`config.mk`:
```
export PLATFORM = sky130hd
export DESIGN_NAME = pixel_row_reader
export DESIGN_NICKNAME = d
export VERILOG_FILES = /design/src/rtl/pixel_row_reader.sv
export SDC_FILE = /design/constraint.sdc
export NUM_CORES = 1
export LEC_CHECK = 0
export BUFFER_PORTS_ARGS = -buffer_cell sky130_fd_sc_hd__buf_2
export CORE_UTILIZATION = 48
export DETAILED_ROUTE_END_ITERATION = 6
export PLACE_DENSITY = 0.71
export SETUP_SLACK_MARGIN = 0.2
export SLEW_MARGIN = 10
export SYNTH_ARGS = -nofsm -noshare
export SYNTH_HDL_FRONTEND = slang
export SYNTH_SLANG_ARGS = --single-unit
```
`constraint.sdc`:
```
create_clock -name clk -period 2.45 [get_ports clk]
set_input_delay 0.3675 -clock clk [delete_from_list [all_inputs] [get_ports clk]]
set_output_delay 0.3675 -clock clk [all_outputs]
set_load 0.005 [all_outputs]
```
`src/rtl/pixel_row_reader.sv`:
```
// pixel_row_reader
//
// Readout sequencer for the pixel array row bus. On an accepted start it walks
// the rows in order: it drives a one-hot row select on `read` for SETTLE_CYCLES
// cycles, captures the settled row bus into a local buffer, then streams that
// row's pixels one per transfer over a valid/ready handshake. A one-cycle `done`
// pulse follows the final pixel of the frame.
//
// Ports:
//   clk        rising-edge clock
//   reset      synchronous, active-high reset
//   start      begin a frame; only honoured while idle, never queued
//   test_mode  (READER_TEST_PATTERN_EN only) latched at start; selects the
//              synthetic ramp pattern instead of the pixel array
//   busy       high from the cycle after an accepted start until done
//   done       one-cycle pulse after the last pixel transfer
//   read       one-hot row select to the pixel array
//   row_data   packed row bus from the pixel array, column c at [c*8 +: 8]
//   pix_data   current pixel value
//   pix_row    row index of pix_data
//   pix_col    column index of pix_data
//   pix_last   marks the final pixel of the frame
//   pix_valid  pix_* outputs are valid
//   pix_ready  consumer accepts the pixel this cycle
//
// Build option: define READER_TEST_PATTERN_EN to add the `test_mode` input. In
// test mode `read` stays low, row_data is ignored, and each captured pixel is
// (row * PIXEL_ARRAY_WIDTH + col) mod 256; sequencing is unchanged.

module pixel_row_reader #(
  parameter int unsigned PIXEL_ARRAY_WIDTH  = 2,
  parameter int unsigned PIXEL_ARRAY_HEIGHT = 2,
  parameter int unsigned SETTLE_CYCLES      = 2,
  localparam int unsigned RowW = (PIXEL_ARRAY_HEIGHT > 1) ? $clog2(PIXEL_ARRAY_HEIGHT) : 1,
  localparam int unsigned ColW = (PIXEL_ARRAY_WIDTH > 1) ? $clog2(PIXEL_ARRAY_WIDTH) : 1
) (
  input  logic                           clk,
  input  logic                           reset,
  input  logic                           start,
`ifdef READER_TEST_PATTERN_EN
  input  logic                           test_mode,
`endif
  output logic                           busy,
  output logic                           done,
  output logic [PIXEL_ARRAY_HEIGHT-1:0]  read,
  input  logic [PIXEL_ARRAY_WIDTH*8-1:0] row_data,
  output logic [7:0]                     pix_data,
  output logic [RowW-1:0]                pix_row,
  output logic [ColW-1:0]                pix_col,
  output logic                           pix_last,
  output logic                           pix_valid,
  input  logic                           pix_ready
);

  localparam int unsigned CntW = (SETTLE_CYCLES > 1) ? $clog2(SETTLE_CYCLES) : 1;

  typedef enum logic [1:0] {StIdle, StSelect, StStream, StDone} state_t;

  state_t          state;
  logic [RowW-1:0] row;
  logic [ColW-1:0] col;
  logic [CntW-1:0] cnt;
  logic            tm;        // test-pattern mode latched for the current frame
  logic            start_tm;  // mode value to latch when start is accepted
  logic [7:0]      buffer [PIXEL_ARRAY_WIDTH];
  logic [7:0]      cap    [PIXEL_ARRAY_WIDTH];

`ifdef READER_TEST_PATTERN_EN
  assign start_tm = test_mode;
`else
  assign start_tm = 1'b0;
`endif

  // Value each column would take if the row were captured on this edge.
  always_comb begin
    for (int c = 0; c < PIXEL_ARRAY_WIDTH; c++) begin
      cap[c] = tm ? 8'(int'(row) * PIXEL_ARRAY_WIDTH + c) : row_data[c*8 +: 8];
    end
  end

  always_ff @(posedge clk) begin
    if (reset) begin
      state     <= StIdle;
      row       <= '0;
      col       <= '0;
      cnt       <= '0;
      tm        <= 1'b0;
      busy      <= 1'b0;
      done      <= 1'b0;
      read      <= '0;
      pix_data  <= '0;
      pix_row   <= '0;
      pix_col   <= '0;
      pix_last  <= 1'b0;
      pix_valid <= 1'b0;
    end else begin
      done <= 1'b0;
      unique case (state)
        StIdle: begin
          if (start) begin
            state <= StSelect;
            row   <= '0;
            cnt   <= '0;
            tm    <= start_tm;
            busy  <= 1'b1;
            read  <= start_tm ? '0 : PIXEL_ARRAY_HEIGHT'(1);
          end
        end

        StSelect: begin
          if (cnt == CntW'(SETTLE_CYCLES - 1)) begin
            // Row bus has settled: capture the whole row and present column 0.
            for (int c = 0; c < PIXEL_ARRAY_WIDTH; c++) begin
              buffer[c] <= cap[c];
            end
            state     <= StStream;
            read      <= '0;
            col       <= '0;
            pix_valid <= 1'b1;
            pix_data  <= cap[0];
            pix_row   <= row;
            pix_col   <= '0;
            pix_last  <= (row == RowW'(PIXEL_ARRAY_HEIGHT - 1)) && (PIXEL_ARRAY_WIDTH == 1);
          end else begin
            cnt <= cnt + CntW'(1);
          end
        end

        StStream: begin
          if (pix_ready) begin
            if (col == ColW'(PIXEL_ARRAY_WIDTH - 1)) begin
              pix_valid <= 1'b0;
              pix_last  <= 1'b0;
              if (row == RowW'(PIXEL_ARRAY_HEIGHT - 1)) begin
                state <= StDone;
                busy  <= 1'b0;
                done  <= 1'b1;
              end else begin
                // Next row select goes out on the same edge as the last transfer.
                state <= StSelect;
                row   <= row + RowW'(1);
                cnt   <= '0;
                read  <= tm ? '0 : PIXEL_ARRAY_HEIGHT'(1) << (row + RowW'(1));
              end
            end else begin
              col      <= col + ColW'(1);
              pix_col  <= col + ColW'(1);
              pix_data <= buffer[col + ColW'(1)];
              pix_last <= (row == RowW'(PIXEL_ARRAY_HEIGHT - 1)) &&
                          (col + ColW'(1) == ColW'(PIXEL_ARRAY_WIDTH - 1));
            end
          end
        end

        StDone: begin
          state <= StIdle;
        end

        default: state <= StIdle;
      endcase
    end
  end

endmodule

```
==> results.md <==
| Metric | Reported | Unit |
|---|---|---|
| Die outline width | 54.84 | um |
| Synth Warn # | 0 | - |
| Global-route wire length before repair | 4.250 | mm |
| DR vias | 1,117 | - |
| Nets in the synthesized netlist | 157 | - |
| Sort of element at the start of the critical path | register | - |
| Mux contribution to synthesized area | 2.988 | % |
| Post-synth design cell area | 1340 | um2 |
| Worst slew pin tran | 633.1 | ps |
| Number of diodes added for antenna fixing | 0 | - |
| Length of routed met3 wiring | 183 | um |
| Cell internal pwr | 1.015 | mW |
| DRC Markers | 0 | - |
| Peak fanout along the critical path | 15 | - |
| Setup tns final | 0 | ps |
| Number of global-route vias before repair | 954 | - |
| Worst r2r src | state[0] | - |
| R2R Setup Slk | 490 | ps |
| RR Endpoint | pix_data[3] | - |
| Number of buffers inserted during clock tree synthesis | 5 | - |
| HPWL after detailed placement | 1.937 | mm |
| Placed Instance Area | 1530 | um2 |
| Starting density of the core | 52.19 | % |
| Standard cell core area | 2567 | um2 |
| Portion of total power attributed to the clock network | 16.4 | % |
| Final critical-path share of the clock period | 80.00 | % |
| Post-route cell area | 1584 | um2 |
| Cell with the largest stage delay on the worst path | dfxtp_1 | - |
| Clock tree buffer depth | 2 | - |
| Setup skew after layout | 12.86 | ps |
| Layout Area Growth over Synthesis | 18.21 | % |
| Count of port buffers added during placement | 35 | - |
| Endpoint kind of the worst setup timing path | register | - |
| Detailed-route wire length per cell | 13.65 | um |
| CTS tree | built | - |
| Start point of the worst min-delay path | row_data[11] | - |
| Most common cell after layout, fill and taps aside | buf_2 | - |
| Final Hold Vio Count | 0 | - |
| Resized Gates After CTS | 0 | - |
| Total wire length after detailed routing | 2.717 | mm |
| Starting DRC count in detailed routing | 48 | - |
| Total grt overflow | 0 | - |
| Fraction of registers with async set/reset | 0 | % |
| Non-Filler Instances | 199 | - |
| Post-synthesis sequential element count | 29 | - |
| Critical Setup Path Class | register to register | - |
| Area share of and/or/nand/nor cells after synthesis | 15.41 | % |
| Depth of the worst hold-timing path | 1 | - |
| Cells along the critical path | inv_1, ha_2, nor2b_1, a2111oi_4, buf_4, nor2_1, a211oi_1 | - |
| Flip-flop cell with the highest count after synthesis | dfxtp_1 | - |
| Clock latency on the worst-skew pair | 330 | ps |
| Worst hold path class | input port to register | - |
| Slew HR | 57.64 | % |
| Static leakage power | 0.6530 | nW |
| Sw Share | 38.97 | % |
| Area of the multi-input gates | 618.1 | um2 |
| Sum of met2 wire segment lengths after detailed routing | 1.224 | mm |
| Main combinational cell family by area after synthesis | compound AO/OA/AOI/OAI gates | - |
| Overall Global Routing Usage | 20.81 | % |
| Sequential cell area | 660.6 | um2 |
| Top Metal Used | met4 | - |
| Largest incremental delay on the critical path | 400 | ps |
| Cell total after placement | 191 | - |
| Initial antenna violation count | 0 | - |
| Data arrival time of the critical path | 2210 | ps |
| IR Drop Worst-Case VDD | 0.5955 | mV |
| Number of flops mapped to enable cells by yosys | 8 | - |
| Met1 routed wirelength after detailed routing | 1.270 | mm |
| Setup repair after global routing missed its margin | false | - |
| Number of cells produced by synthesis | 131 | - |
| Die ar. | 3007 | um2 |
| Standard-cell rows | 18 | - |
| Destination of the worst hold path | buffer[1][3] | - |
| CTS Root Cell | clkbuf_4 | - |
| Cell depth of the worst flop-to-flop path | 7 | - |
| Outcome | finished clean | - |
| Sequential cell area fraction in the yosys report | 49.30 | % |
| Max-slew violations | 0 | - |
| Number of max-cap violations | 0 | - |
| Count of clock tree sinks | 29 | - |
| Via density per instance | 5.613 | - |
| P per Cell Area | 1050 | nW/um2 |
| Maximum clock frequency | 0.5102 | GHz |
| Post-CTS Hold Buffers | 0 | - |
| H-Tree Level Count | 2 | - |
| Number of I/O pins | 36 | - |
| Gp weighted congestion | 0.8466 | - |
| Mean cell area of the mapped netlist | 10.23 | um2 |
| Net Sw Power | 0.6483 | mW |
| Flop pwr share | 39.2 | % |
| Number of nets with antenna violations after routing | 0 | - |
| First-pass iteration count of the detailed router | 4 | - |
| Power share of the combinational group | 44.4 | % |
| Adder-Cell Fraction of Synth Area | 5.602 | % |
| Data required, critical path | 2700 | ps |
| Commonest cells after routing, fill and taps aside | buf_2 (35), dfxtp_1 (21), nor2_1 (18) | - |
| Postcts setup bufs | 0 | - |
| Clock slew at the register clock pins of the worst setup and hold paths | 100 | ps |
| Synth Area in XOR/XNOR | 0 | % |
| Number of nets in the finished design | 194 | - |
| Fraction of final layout cells sized beyond drive strength 1 | 30.77 | % |
| Fill cells | 237 | - |
| Number of distinct library cells after synthesis | 35 | - |
| Die Ht | 54.84 | um |
| Minimum clock period | 1960 | ps |
| Final setup violating endpoints | 0 | - |
| Pin count of the biggest net entering global routing | 21 | - |
| Post-synthesis compound-gate area fraction | 21.94 | % |
-- cell usage after synthesis, types with 2 or more instances --
cell / number / area share [%]
nor3_1: 2 / 0.75
mux2i_1: 4 / 3.0
nand2b_1: 2 / 0.93
a211oi_1: 9 / 5.0
a211oi_2: 3 / 2.8
nor2b_1: 3 / 1.4
nor2_1: 18 / 5.0
clkbuf_1: 2 / 0.56
a21oi_1: 7 / 2.6
inv_1: 6 / 1.7
ha_1: 6 / 5.6
a22oi_1: 8 / 4.5
edfxtp_1: 8 / 18
dfxtp_1: 21 / 31
buf_2: 2 / 0.75
nand2_1: 9 / 2.5
nand3_1: 3 / 1.1
-- power by group through the flow --
| stage | combinational, mW | sequential (mW) | clock (mW) |
|---|---|---|---|
| final | 0.739 | 0.652 | 0.273 |
| after global routing | 0.833 | 0.665 | 0.297 |
| after CTS | 0.739 | 0.651 | 0.282 |
| after detailed placement | 0.734 | 0.662 | 0 |
| after global placement | 0.707 | 0.656 | 0 |
| after floorplan | 0.551 | 0.657 | 0 |
-- critical path: cells and delay by family, from the launching register on --
family / cells / cell delay (ps)
DFF: 1 / 400
and+or+nand+nor: 2 / 290
buffers and inverters: 2 / 370
AOI/OAI and AO/OA: 2 / 550
adders and majority gates: 1 / 280
-- how the worst max path moves through the flow --
stage          startpoint          end  slack, ps  depth (start not counted)
4_1_cts          state[0]  pix_data[3]        380                          7
2_1_floorplan    state[0]  pix_data[0]        680                          7
3_3_place_gp     state[0]    pix_valid        520                          6
5_1_grt          state[0]  pix_data[6]        270                          7
3_5_place_dp     state[0]  pix_data[1]        420                          7
6_report         state[0]  pix_data[3]        490                          7
-- kinds of logic after synthesis --
logic type | after synthesis
AO/OA/AOI/OAI | 36
adder cells (fa/ha/maj) | 6
AND/OR/NAND/NOR | 42
multiplexers | 4
flip-flops | 29
buffers and inverters | 14
-- per-layer routing --
layer / vias up / GRT usage, %
met5: - / 0
li1: 554 / -
met4: 0 / 10.26
met2: 41 / 30.92
met1: 516 / 26.78
met3: 6 / 6.667
-- final cells by class --
cell class,count,share of cell area (%)
timing repair buffer,37,12.01
multi-input combinational,88,39.02
clock inverter,2,0.6319
sequential,29,41.71
tap,30,2.370
clock buffer,6,2.607
inverter,7,1.659
-- stage by stage --
stage | hold WS, ps | utilization (%) | power, mW | worst slack, ps
CTS | 201.3 | 61.60 | 1.672 | 378.4
detailed placement | 447.2 | 59.60 | 1.395 | 418.7
finish | 212.9 | 61.70 | 1.663 | 490.0
floorplan | 452.7 | - | 1.209 | 677.9
global route | 201.6 | 61.70 | 1.796 | 273.8
global placement | 448.2 | 59.60 | 1.363 | 520.5
-- state kept, by name, summed over array words and instances (netlist names) --
register	cells
pix_col	1
state	2
cnt	1
col	1
buffer	8
busy	1
pix_data	8
pix_valid	1
row	1
pix_last	1
pix_row	1
read	2
done	1
Note: power is estimated with default switching activity, not from simulation.
